[src/rtl/boot_loader.sv]
// boot_loader: receives a byte-stream program image over valid/ready,
// assembles little-endian 32-bit words, writes them into main memory and
// then releases the core's reset after a short settling delay.
// Image format: 16-bit LE word count N, then 4*N data bytes.
// Optional: define BOOT_LOADER_CHECKSUM_EN to require a trailing byte C
// such that (sum of data bytes + C) mod 256 == 0.
module boot_loader #(
  parameter int ADDR_WIDTH    = 10,
  parameter int RELEASE_DELAY = 4
) (
  input  logic                  clock,
  input  logic                  reset,
  input  logic [7:0]            in_data,
  input  logic                  in_valid,
  output logic                  in_ready,
  output logic                  mem_we,
  output logic [ADDR_WIDTH-1:0] mem_addr,
  output logic [31:0]           mem_wdata,
  output logic                  core_reset,
  output logic                  done,
  output logic                  error
);

  // Largest legal word count: the full memory.
  localparam logic [16:0] CAP = 17'd1 << ADDR_WIDTH;

  typedef enum logic [2:0] {
    S_HDR0, S_HDR1, S_DATA, S_WRITE, S_DELAY, S_RUN, S_ERR
`ifdef BOOT_LOADER_CHECKSUM_EN
    , S_CSUM
`endif
  } state_e;

  state_e                state_q, state_d;
  logic [15:0]           cnt_q, cnt_d;
  logic [ADDR_WIDTH:0]   idx_q, idx_d;
  logic [1:0]            byte_q, byte_d;
  logic [23:0]           word_q, word_d;
  logic [ADDR_WIDTH-1:0] addr_q, addr_d;
  logic [31:0]           wdata_q, wdata_d;
  logic [7:0]            dly_q, dly_d;
`ifdef BOOT_LOADER_CHECKSUM_EN
  logic [7:0]            sum_q, sum_d;
  logic [7:0]            sum_chk;
  assign sum_chk = sum_q + in_data;
`endif

  logic        acc;
  logic [15:0] hdr_n;
  logic        last_word;

  assign acc       = in_valid & in_ready;
  assign hdr_n     = {in_data, cnt_q[7:0]};
  assign last_word = (17'(idx_q) + 17'd1) == {1'b0, cnt_q};

  // Outputs decode directly from registered state so they are glitch-free.
  assign in_ready   = reset & ((state_q == S_HDR0) | (state_q == S_HDR1) |
`ifdef BOOT_LOADER_CHECKSUM_EN
                               (state_q == S_CSUM) |
`endif
                               (state_q == S_DATA));
  assign mem_we     = (state_q == S_WRITE);
  assign mem_addr   = addr_q;
  assign mem_wdata  = wdata_q;
  assign core_reset = (state_q != S_RUN);
  assign done       = (state_q == S_RUN);
  assign error      = (state_q == S_ERR);

  // State and datapath registers; reset aborts any load in progress.
  always_ff @(posedge clock or negedge reset) begin
    if (!reset) begin
      state_q <= S_HDR0;
      cnt_q   <= '0;
      idx_q   <= '0;
      byte_q  <= '0;
      word_q  <= '0;
      addr_q  <= '0;
      wdata_q <= '0;
      dly_q   <= '0;
`ifdef BOOT_LOADER_CHECKSUM_EN
      sum_q   <= '0;
`endif
    end else begin
      state_q <= state_d;
      cnt_q   <= cnt_d;
      idx_q   <= idx_d;
      byte_q  <= byte_d;
      word_q  <= word_d;
      addr_q  <= addr_d;
      wdata_q <= wdata_d;
      dly_q   <= dly_d;
`ifdef BOOT_LOADER_CHECKSUM_EN
      sum_q   <= sum_d;
`endif
    end
  end

  // Next-state logic: header parse, word assembly, write, release delay.
  always_comb begin
    state_d = state_q;
    cnt_d   = cnt_q;
    idx_d   = idx_q;
    byte_d  = byte_q;
    word_d  = word_q;
    addr_d  = addr_q;
    wdata_d = wdata_q;
    dly_d   = dly_q;
`ifdef BOOT_LOADER_CHECKSUM_EN
    sum_d   = sum_q;
`endif
    case (state_q)
      S_HDR0: if (acc) begin
        cnt_d[7:0] = in_data;
        state_d    = S_HDR1;
      end
      S_HDR1: if (acc) begin
        cnt_d = hdr_n;
        if (hdr_n == 16'd0)
`ifdef BOOT_LOADER_CHECKSUM_EN
          state_d = S_CSUM;
`else
          state_d = S_DELAY;
`endif
        else if ({1'b0, hdr_n} > CAP) state_d = S_ERR;
        else                          state_d = S_DATA;
      end
      S_DATA: if (acc) begin
`ifdef BOOT_LOADER_CHECKSUM_EN
        sum_d = sum_chk;
`endif
        if (byte_q == 2'd3) begin
          // Capture into the write registers so they hold after the pulse.
          wdata_d = {in_data, word_q};
          addr_d  = idx_q[ADDR_WIDTH-1:0];
          byte_d  = 2'd0;
          state_d = S_WRITE;
        end else begin
          word_d[8*byte_q +: 8] = in_data;
          byte_d                = byte_q + 2'd1;
        end
      end
      S_WRITE: begin
        idx_d = idx_q + 1'b1;
        if (last_word)
`ifdef BOOT_LOADER_CHECKSUM_EN
          state_d = S_CSUM;
`else
          state_d = S_DELAY;
`endif
        else
          state_d = S_DATA;
      end
`ifdef BOOT_LOADER_CHECKSUM_EN
      S_CSUM: if (acc) begin
        state_d = (sum_chk == 8'd0) ? S_DELAY : S_ERR;
      end
`endif
      S_DELAY: begin
        if (dly_q == 8'(RELEASE_DELAY - 1)) state_d = S_RUN;
        else                                dly_d   = dly_q + 8'd1;
      end
      S_RUN:   state_d = S_RUN;
      S_ERR:   state_d = S_ERR;
      default: state_d = S_HDR0;
    endcase
  end

endmodule

[config.mk]
export PLATFORM = sky130hd
export DESIGN_NAME = boot_loader
export DESIGN_NICKNAME = d
export VERILOG_FILES = /design/src/rtl/boot_loader.sv
export SDC_FILE = /design/constraint.sdc
export NUM_CORES = 1
export LEC_CHECK = 0
export BUFFER_PORTS_ARGS = -buffer_cell sky130_fd_sc_hd__buf_2
export CORE_MARGIN = 1.5
export CORE_UTILIZATION = 35
export DETAILED_ROUTE_END_ITERATION = 12
export PLACE_DENSITY = 0.58
export SYNTH_ARGS = -nofsm -noshare
export SYNTH_HDL_FRONTEND = slang
export SYNTH_SLANG_ARGS = --single-unit
[constraint.sdc]
create_clock -name clock -period 4.4 [get_ports clock]
set_input_delay 0.88 -clock clock [delete_from_list [all_inputs] [get_ports clock]]
set_output_delay 0.88 -clock clock [all_outputs]
set_load 0.05 [all_outputs]
== Word level (Yosys, flattened, before mapping) ==
Index checks and enable logic that the tools add are counted.
Word-level totals
  register bits: 106
  input port bits: 11
  output and inout port bits: 47
  word-level logic and storage cells: 61
Operators by class
  add/sub/neg operators: 5
  $lt $le $gt $ge: 1
  equality and inequality tests: 15
  shift-type cells: 2
  mux-type cells: 13
  bitwise operators: 7
  reduce and logical (&&, ||, !) cells: 9
Operator list (number)
  5-bit negator with 34-bit output: 1
  8-bit by 34-bit variable shift with 24-bit output (first input constant): 1
  8-bit by 34-bit variable part select with 24-bit output: 1
  24-bit bitwise mux: 1
  3-bit 2-to-1 mux: 8
  3-bit case mux with 7 select lines: 1
  12-bit by 16-bit == test with 1-bit output: 1
  16-bit by 11-bit greater-than comparator with 1-bit output (second input constant): 1
  16-bit zero test: 1
  8-bit case mux with 2 select lines: 1
  11-bit by 1-bit adder with 12-bit output (second input constant): 1
  11-bit by 1-bit adder with 11-bit output (second input constant): 1
  3-bit == test (second input constant): 3
  3-bit AND reduction: 3
  8-bit by 1-bit adder with 8-bit output (second input constant): 1
  8-bit by 2-bit == test with 1-bit output (second input constant): 1
  8-bit 2-to-1 mux: 1
  2-bit inequality test (second input constant): 4
  3-bit by 2-bit == test with 1-bit output (second input constant): 2
  2-bit AND reduction: 3
  5-bit AND reduction: 1
  3-bit by 1-bit == test with 1-bit output (second input constant): 1
  3-bit zero test: 1
  3-bit inequality test (second input constant): 1
  7 further kinds: 11

== Logic depth before layout (Yosys ltp) ==
Gate-level depths: netlist of the first run.
  word-level depth: 7
  depth in mapped cells: 8

== Worst setup path before layout of the first run ==
OpenSTA, ideal clock, no wires.
  kind: input port to flip-flop
  start: in in_data[6]
  end: reg state_q[1]
  library setup time: 0.124 ns
  arrival time: 2.167 ns
  data required time: 4.276 ns
  path slack: 2.108 ns
  stages on the path: 5
  path buffers: 0
  path through: or4_1 -> or4_1 -> a21oi_2 -> a2111oi_1 -> a2bb2oi_1
Between the ends
  cells in the longest elaborated chain, start to end: 4
RTL lines
  from (decl): line 13  | input logic [7:0] in_data,
  16-bit zero test: line 118  | if (hdr_n == 16'd0)
  3-bit 2-to-1 mux: line 118
  3-bit 2-to-1 mux: line 116  | S_HDR1: if (acc) begin
  3-bit case mux with 7 select lines: line 111  | case (state_q)
  to (signal assigned): line 84  | state_q <= state_d;
  to (decl): line 34  | state_e state_q, state_d;
Every way passes these cells. The select of a mux whose other input is x is not followed.
A chain may end at the register's enable or synchronous reset.

== Final worst setup path of the first run ==
  start: in reset
  end: reg addr_q[3], in the netlist mem_addr[3]
Between the ends
  cells in the longest elaborated chain, start to end: 3
RTL lines
  from (decl): line 12  | input logic reset,
  1-bit AND: line 57  | assign in_ready = reset & ((state_q == S_HDR0) | (state_q == S_HDR1) |
  1-bit AND: line 52  | assign acc = in_valid & in_ready;
  3-bit AND reduction (no line)
  to (signal assigned): line 89  | addr_q <= addr_d;
  to (decl): line 39  | logic [ADDR_WIDTH-1:0] addr_q, addr_d;
Every way passes these cells.

==> impl_metrics.ini, run 1 <==
[run_status]
status = finished clean

[worst_setup_path]
r2r_start = state_q[2]$_DFFE_PN0P_
r2r_cells = 4
worst_setup_path_start_kind = input port
critical_path.max_fanout = 67
crit_arrival_ns = 3.16
slowest_stage = nand2_2
crit_required_ns = 4.62
path_class = in -> reg
rrSetupSlack_ns = 1.88
r2r_end = mem_addr[3]$_DFFE_PN0P_
crit_family = simple AND/OR/NAND/NOR gates
crit_chain = buf_4, nand2_1, nor3b_2, nand2_2, mux2_2
worstSetupEndpointType = flip-flop
path_buf_inv = 1
cpPeakStageDelay_ns = 0.73

[power_and_ir_drop]
seqPwrFrac = 0.538
p_per_area_mw_per_mm2 = 346
finalPower_mw = 1.89
switching_share = 0.226
p_switching_uw = 428
clockPowerShare = 0.420
combPwrFrac = 0.042
p_int_mw = 1.47
vdd_drop_max_mv = 0.202
cellLeakagePower_nw = 2.70

[yosys]
yosysWarnings = 0
syn_avg_cell_area_um2 = 10.9
syn_inst = 439
synth_edf_count = 0
synth_cell_types = 52
ys_seq_area_frac = 0.556
async_flop_share = 1.00
synth-seq-cells = 106
synth_top_flop_cell = dfrtp_1
syn_area_mm2 = 0.00477
syn-num-nets = 457

[placed_design]
gp_congestion = 0.789
io_buffers = 57
dpl.hpwl_um = 6840

[sta]
finalHoldViolCount = 0
fmax_mhz = 341
finalSetupViolCount = 0
min_period_ns = 2.93
fin_crit_sh = 0.667
skew_ns = 0.00774
slew_violations = 0
slew_headroom = 0.222
setup_tns_ns = 0
whs_ns = 0.472
rsz0062_at_grt = no
tightest_slew_ns = 1.16

[finish]
final_nets = 505
n_antenna_cell = 0
area_delta_synth_final_pct = 14.9
layout-drive-gt1-share = 0.236
fin_util = 0.412

[clock_network]
cts_tree = done
hold_buffers = 0
clockRootBuffer = clkbuf_16
cts_max_path_buffers = 2
cts_sinks = 106
postCtsResizedCells = 0
post-cts-setup-buffers = 0
clkLatencyLatePin_ns = 0.35
clk_pin_slew_ns = 0.07
htreeDepth = 3
cts_made_buffers = 9

[detailed_routing]
drc = 0
drt_iter0_markers = 135
wire_per_inst_um = 15.1
via_per_inst = 4.97
finalWirelength_um = 10100
vias = 3316
drt_pre_antenna_iters = 5
antenna_left = 0

[floorplanning]
die_w_um = 120
coreArea_mm2 = 0.0133
pin_count = 58
start_util = 0.359
die_area_mm2 = 0.0143
die_height_um = 120
rows = 42

[global_route]
grt_pass1_wl_um = 17000
grt_pass1_vias = 3325
grt_max_degree = 76
antenna_found_initial = 0
gr-usage-all-layers = 0.152
overflow = 0

[min_path]
hold_path.class = in -> async

[flow_run]
cap_violations = 0
[synth_stat cells (7+ instances only)]
cell type / instances / share of area
mux2_2: 34 / 0.080
nor2_1: 10 / 0.0079
nor4_1: 8 / 0.010
ha_1: 7 / 0.018
dfrtp_1: 106 / 0.56
nand2_1: 43 / 0.034
xor2_1: 11 / 0.020
o21ai_0: 53 / 0.056
xnor2_1: 21 / 0.039
nand3_1: 30 / 0.031
nand4_1: 7 / 0.0092
inv_1: 32 / 0.025
buf_2: 11 / 0.012
[cell usage in the layout, fill, tap and decap left out, types with 2 or more instances in the layout]
cell / synthesis / routed
dfrtp_1: 106 / 106
buf_2: 11 / 56
o21ai_0: 53 / 53
nand2_1: 43 / 42
mux2_2: 34 / 34
inv_1: 32 / 32
nand3_1: 30 / 30
xnor2_1: 21 / 21
xor2_1: 11 / 11
nor2_1: 10 / 10
clkbuf_16: 0 / 9
nor4_1: 8 / 8
nand4_1: 7 / 7
ha_1: 7 / 7
nor3b_1: 6 / 6
nor2b_1: 5 / 5
nor3_1: 5 / 5
nor2_4: 3 / 3
a21oi_1: 3 / 3
nor4b_1: 2 / 2
and4_1: 2 / 2
and3_1: 2 / 2
or4_1: 2 / 2
clkinv_4: 0 / 2
buf_4: 2 / 2
[cell families (layout without fill, tap and decap cells)]
logic type,Yosys count,after routing,synth area share
compound gates,73,73,0.0894
xor+xnor,32,32,0.0587
fa+ha+maj,7,7,0.0184
buf+inv,53,105,0.0464
flops,106,106,0.556
mux,35,35,0.0823
simple gates,133,133,0.149
[area by class of cell]
type	count	area, um^2
Fill cell	1295	7810
Sequential cell	106	2650
Multi-Input combinational cell	280	1900
Timing Repair Buffer	58	295
Clock buffer	10	229
Tap cell	176	220
Inverter	32	120
Clock inverter	5	63.8
[power groups by stage]
stage          clock network (mW)  logic [mW]  registers (mW)
6_report                    0.795      0.0802            1.02
4_1_cts                     0.822      0.0828            1.02
2_1_floorplan                   0      0.0409            1.03
5_1_grt                     0.856      0.0933            1.02
3_5_place_dp                    0      0.0830            1.04
3_3_place_gp                    0      0.0813            1.04
[flip-flops by register name (all words and copies together) (netlist names)]
register	flops
idx_q	11
word_q	24
mem_wdata	32
cnt_q	16
byte_q	2
dly_q	8
state_q	3
mem_addr	10
[worst max path at each step]
stage                           from                   endpoint  depth (start not counted)
after global placement         reset  mem_wdata[29]$_DFFE_PN0P_                          5
final                          reset    mem_addr[3]$_DFFE_PN0P_                          5
after floorplan           in_data[6]     state_q[1]$_DFFE_PN0P_                          5
after global routing           reset    mem_addr[8]$_DFFE_PN0P_                          5
after detailed placement       reset  mem_wdata[27]$_DFFE_PN0P_                          5
after CTS                      reset    mem_addr[3]$_DFFE_PN0P_                          5
[layer usage]
layer,share of wire,GRT usage,wire length [um]
met5,0,0,0
met4,0.016,0.0565,162
met3,0.041,0.0390,408
met2,0.46,0.232,4670
met1,0.48,0.207,4820
[stage by stage]
step | setup WS [ns] | instances | instance area, um^2
floorplan | 2.11 | 439 | 4770
global placement | 1.15 | 652 | 5190
detailed placement | 1.06 | 652 | 5190
CTS | 1.42 | 667 | 5480
global route | 1.15 | 667 | 5480
finish | 1.47 | 667 | 5480
Note: power is estimated with default switching activity, not from simulation.
==> run 2: changes to the inputs <==
- PLACE_DENSITY: 0.58 -> 0.6
- clock period: 4.4 -> 2.59 ns (I/O delays scaled with it)
==> run 2 against run 1 <==
Effect of this change: via count grew 2.1%; worst setup slack lost 1.2 ns; worst hold slack lost 0.25 ns; critical path type is now reg -> out; highest routed layer unchanged; critical endpoint is now mem_we.
==> impl_metrics.ini, run 2 (synthesized netlist as in run 1, its figures left out) <==
[run_status]
status = finished clean

[finish]
final_cells = 673
final_common_cell = dfrtp_1
layout-drive-gt1-share = 0.249
area_delta_synth_final_pct = 15.9
n_antenna_cell = 0
largest_reg_flops = 32
fin_util = 0.416
final_nets = 511
mostFrequentLayoutCells = dfrtp_1, buf_2, o21ai_0

[worst_setup_path]
path_class = reg -> out
cp-startpoint = state_q[2]$_DFFE_PN0P_
critical_path.max_fanout = 11
r2r_cells = 7
worstSetupEndpointType = primary output
rrSetupSlack_ns = 0.39
r2r_end = state_q[2]$_DFFE_PN0P_
crit_required_ns = 2.07
worst_setup_path_start_kind = flip-flop
crit_arrival_ns = 1.85
r2r_start = idx_q[0]$_DFFE_PN0P_

[clock_network]
htreeDepth = 3
cts_made_buffers = 9
cts_tree = done
cts_max_path_buffers = 2
clockRootBuffer = clkbuf_16
cts_sinks = 106
clk_pin_slew_ns = 0.07
clkLatencyLatePin_ns = 0.35

[global_route]
grt_pass1_wl_um = 17600
grt_max_degree = 74
gr-usage-all-layers = 0.158
overflow = 0
antenna_found_initial = 0
grt_pass1_vias = 3334

[placed_design]
io_buffers = 57
dpl.hpwl_um = 7320
gp_congestion = 0.836
placed_cells = 658

[sta]
fin_crit_sh = 0.913
setup_tns_ns = 0
skew_ns = 0.00811
min_period_ns = 2.36
finalHoldViolCount = 0
slew_headroom = 0.396
rsz0062_at_grt = no
finalSetupViolCount = 0
slew_violations = 0
fmax_mhz = 423
tightest_slew_ns = 0.907

[floorplanning]
coreArea_mm2 = 0.0133
start_util = 0.359
die_w_um = 120
rows = 42
pin_count = 58
die_height_um = 120
die_area_mm2 = 0.0143

[detailed_routing]
drc = 0
vias = 3384
drt_pre_antenna_iters = 8
finalWirelength_um = 10500
antenna_left = 0
wire_per_inst_um = 15.7
drt_iter0_markers = 123
via_per_inst = 5.03

[flow_run]
cap_violations = 0

[power_and_ir_drop]
vdd_drop_max_mv = 0.305
p_per_area_mw_per_mm2 = 575
cellLeakagePower_nw = 2.73

[min_path]
hold_path.class = in -> async
==> run 2: metal layers <==
| metal | wire length (um) | GRT usage | part of all wire |
|---|---|---|---|
| met5 | 0 | 0 | 0 |
| met4 | 135 | 0.0446 | 0.013 |
| met3 | 471 | 0.0394 | 0.045 |
| met2 | 4970 | 0.251 | 0.47 |
| met1 | 4980 | 0.217 | 0.47 |
==> run 2: worst max-delay path by stage <==
stage,cells after the start,slack (ns),end
floorplan,5,0.66,state_q[1]$_DFFE_PN0P_
global placement,6,0.45,state_q[1]$_DFFE_PN0P_
detailed placement,7,0.43,state_q[2]$_DFFE_PN0P_
CTS,4,0.12,mem_we
global route,4,0.07,mem_we
finish,4,0.23,mem_we
==> run 2: timing repair <==
item	CTS	global route
hold buffers	0	0
setup endpoints to repair	0	1
setup buffers	0	0
endpoints found under the hold margin	0	0
gates resized for setup	0	1
==> run 2: area by class of cell <==
| class | count | area, um^2 |
|---|---|---|
| Timing Repair Buffer | 64 | 353 |
| Clock buffer | 10 | 239 |
| Multi-Input combinational cell | 280 | 1900 |
| Sequential cell | 106 | 2650 |
| Inverter | 32 | 120 |
| Tap cell | 176 | 220 |
| Fill cell | 1281 | 7770 |
| Clock inverter | 5 | 43.8 |
==> run 2: worst max-delay path, stage by stage (launching register included) <==
cell and delay (ns):
dfrtp_1 0.47, and2b_1 0.28, nand2_1 0.23, inv_2 0.21, buf_2 0.30
==> run 2: per-stage QoR <==
stage | hold WS (ns) | area [um^2] | power [mW] | setup slack, ns
finish | 0.222 | 5530 | 3.18 | 0.226
global route | 0.246 | 5530 | 3.34 | 0.0708
CTS | 0.227 | 5530 | 3.23 | 0.123
detailed placement | 0.470 | 5250 | 1.90 | 0.427
global placement | 0.462 | 5250 | 1.90 | 0.446
floorplan | 0.222 | 4770 | 1.82 | 0.660
==> run 2: power breakdown <==
| group | internal (mW) | switching [mW] | total, mW |
|---|---|---|---|
| registers | 1.69 | 0.0427 | 1.73 |
| logic | 0.0500 | 0.0837 | 0.134 |
| clock network | 0.687 | 0.625 | 1.31 |
==> run 3: changes to the inputs <==
- CORE_ASPECT_RATIO: unset -> 1.4
==> run 3 against run 2 <==
Effect of this change: register-to-register slack got worse by 0.096 ns; clock skew about the same; flip-flop and latch count unchanged; fmax increased by 2.9%; count of clock-buffer cells in the layout increased by 2; clock power increased by 18%; die area about the same; non-clock buffer count increased by 1.
==> impl_metrics.ini, run 3 (synthesized netlist as in run 1, its figures left out) <==
[floorplanning]
die_area_mm2 = 0.0144
pin_count = 58
start_util = 0.358
die_height_um = 141
rows = 50
coreArea_mm2 = 0.0133
die_w_um = 102

[worst_setup_path]
cpPeakStageDelay_ns = 0.49
critical_path.max_fanout = 10
path_buf_inv = 0
crit_chain = ha_1, nand3_2, a211oi_1, nor3b_1, o31a_1, o2111a_1, a21o_1
crit_required_ns = 2.83
crit_family = compound AO/OA/AOI/OAI gates
crit_arrival_ns = 2.54
worst_setup_path_start_kind = flip-flop
slowest_stage = dfrtp_1
path_class = reg -> reg
worstSetupEndpointType = flip-flop

[sta]
slew_violations = 0
rsz0062_at_grt = no
fmax_mhz = 436
tightest_slew_ns = 0.958
slew_headroom = 0.362
min_period_ns = 2.30
skew_ns = 0.00812
layout_setup_ws_ns = 0.294
finalSetupViolCount = 0
setup_tns_ns = 0
finalHoldViolCount = 0
whs_ns = 0.212
fin_crit_sh = 0.887

[finish]
layout-drive-gt1-share = 0.244
n_antenna_cell = 0
multi_input_area_mm2 = 0.00190
mostFrequentLayoutCells = dfrtp_1, buf_2, o21ai_0
final_common_cell = dfrtp_1
register_area_mm2 = 0.00265
fin_util = 0.420
area_delta_synth_final_pct = 17.3
largest_reg_flops = 32
fillers = 1256
final_nets = 512

[detailed_routing]
wire_per_inst_um = 15.8
via_per_inst = 5.01
drc = 0
vias = 3411
drt_pre_antenna_iters = 4
antenna_left = 0
drt_iter0_markers = 130
finalWirelength_um = 10800

[clock_network]
cts_max_path_buffers = 2
clk_pin_slew_ns = 0.07
cts_sinks = 106
hold_buffers = 0
htreeDepth = 3
clkLatencyLatePin_ns = 0.35
cts_made_buffers = 9
clockRootBuffer = clkbuf_16
cts_tree = done
postCtsResizedCells = 0
post-cts-setup-buffers = 0

[min_path]
hold_path.class = in -> async

[global_route]
grt_pass1_vias = 3558
grt_max_degree = 78
overflow = 0
gr-usage-all-layers = 0.163
antenna_found_initial = 0
grt_pass1_wl_um = 18100

[placed_design]
io_buffers = 57
dpl.hpwl_um = 7520
gp_congestion = 0.829
place_ws_ns = 0.372

[power_and_ir_drop]
p_per_area_mw_per_mm2 = 609
vdd_drop_max_mv = 0.360
cellLeakagePower_nw = 2.77

[flow_run]
cap_violations = 0

[run_status]
status = finished clean
[run 3: path summary, 6_finish.rpt]
check,from,endpoint,slack (ns),cells past startpoint
worst max-delay path,idx_q[0]$_DFFE_PN0P_,state_q[2]$_DFFE_PN0P_,0.29,7
worst min-delay path,reset,byte_q[0]$_DFFE_PN0P_,0.21,2
worst min register to register,dly_q[7]$_DFFE_PN0P_,dly_q[7]$_DFFE_PN0P_,0.48,1
max in group asynchronous,reset,mem_wdata[2]$_DFFE_PN0P_,1.09,3
min in group clock,dly_q[7]$_DFFE_PN0P_,dly_q[7]$_DFFE_PN0P_,0.48,1
worst max register to register,idx_q[0]$_DFFE_PN0P_,state_q[2]$_DFFE_PN0P_,0.29,7
[run 3: layer usage]
layer	vias up	wire, um	GRT usage
li1	1615	-	-
met1	1715	4480	0.195
met2	69	5650	0.289
met3	12	465	0.0332
met4	0	191	0.0534
met5	-	0	0
[run 3: cell type report]
cell class | instances | area share
Inverter | 32 | 0.0215
Multi-Input combinational cell | 280 | 0.340
Sequential cell | 106 | 0.474
Clock buffer | 12 | 0.0423
Tap cell | 182 | 0.0407
Clock inverter | 4 | 0.0177
Timing Repair Buffer | 65 | 0.0644
[run 3: report_power, final]
part           internal, mW  switching, mW  leakage (nW)  total (mW)
clock                 0.950          0.590         0.161        1.54
combinational        0.0501         0.0858          1.28       0.136
sequential             1.69         0.0430          1.33        1.73
total                  2.69          0.719          2.77        3.41
[run 3: per-stage QoR]
stage	instances	instance area (um^2)	power, mW
after global routing	681	5600	3.55
final	681	5600	3.41
after global placement	665	5260	1.90
after floorplan	439	4770	1.82
after detailed placement	665	5260	1.91
after CTS	681	5600	3.45
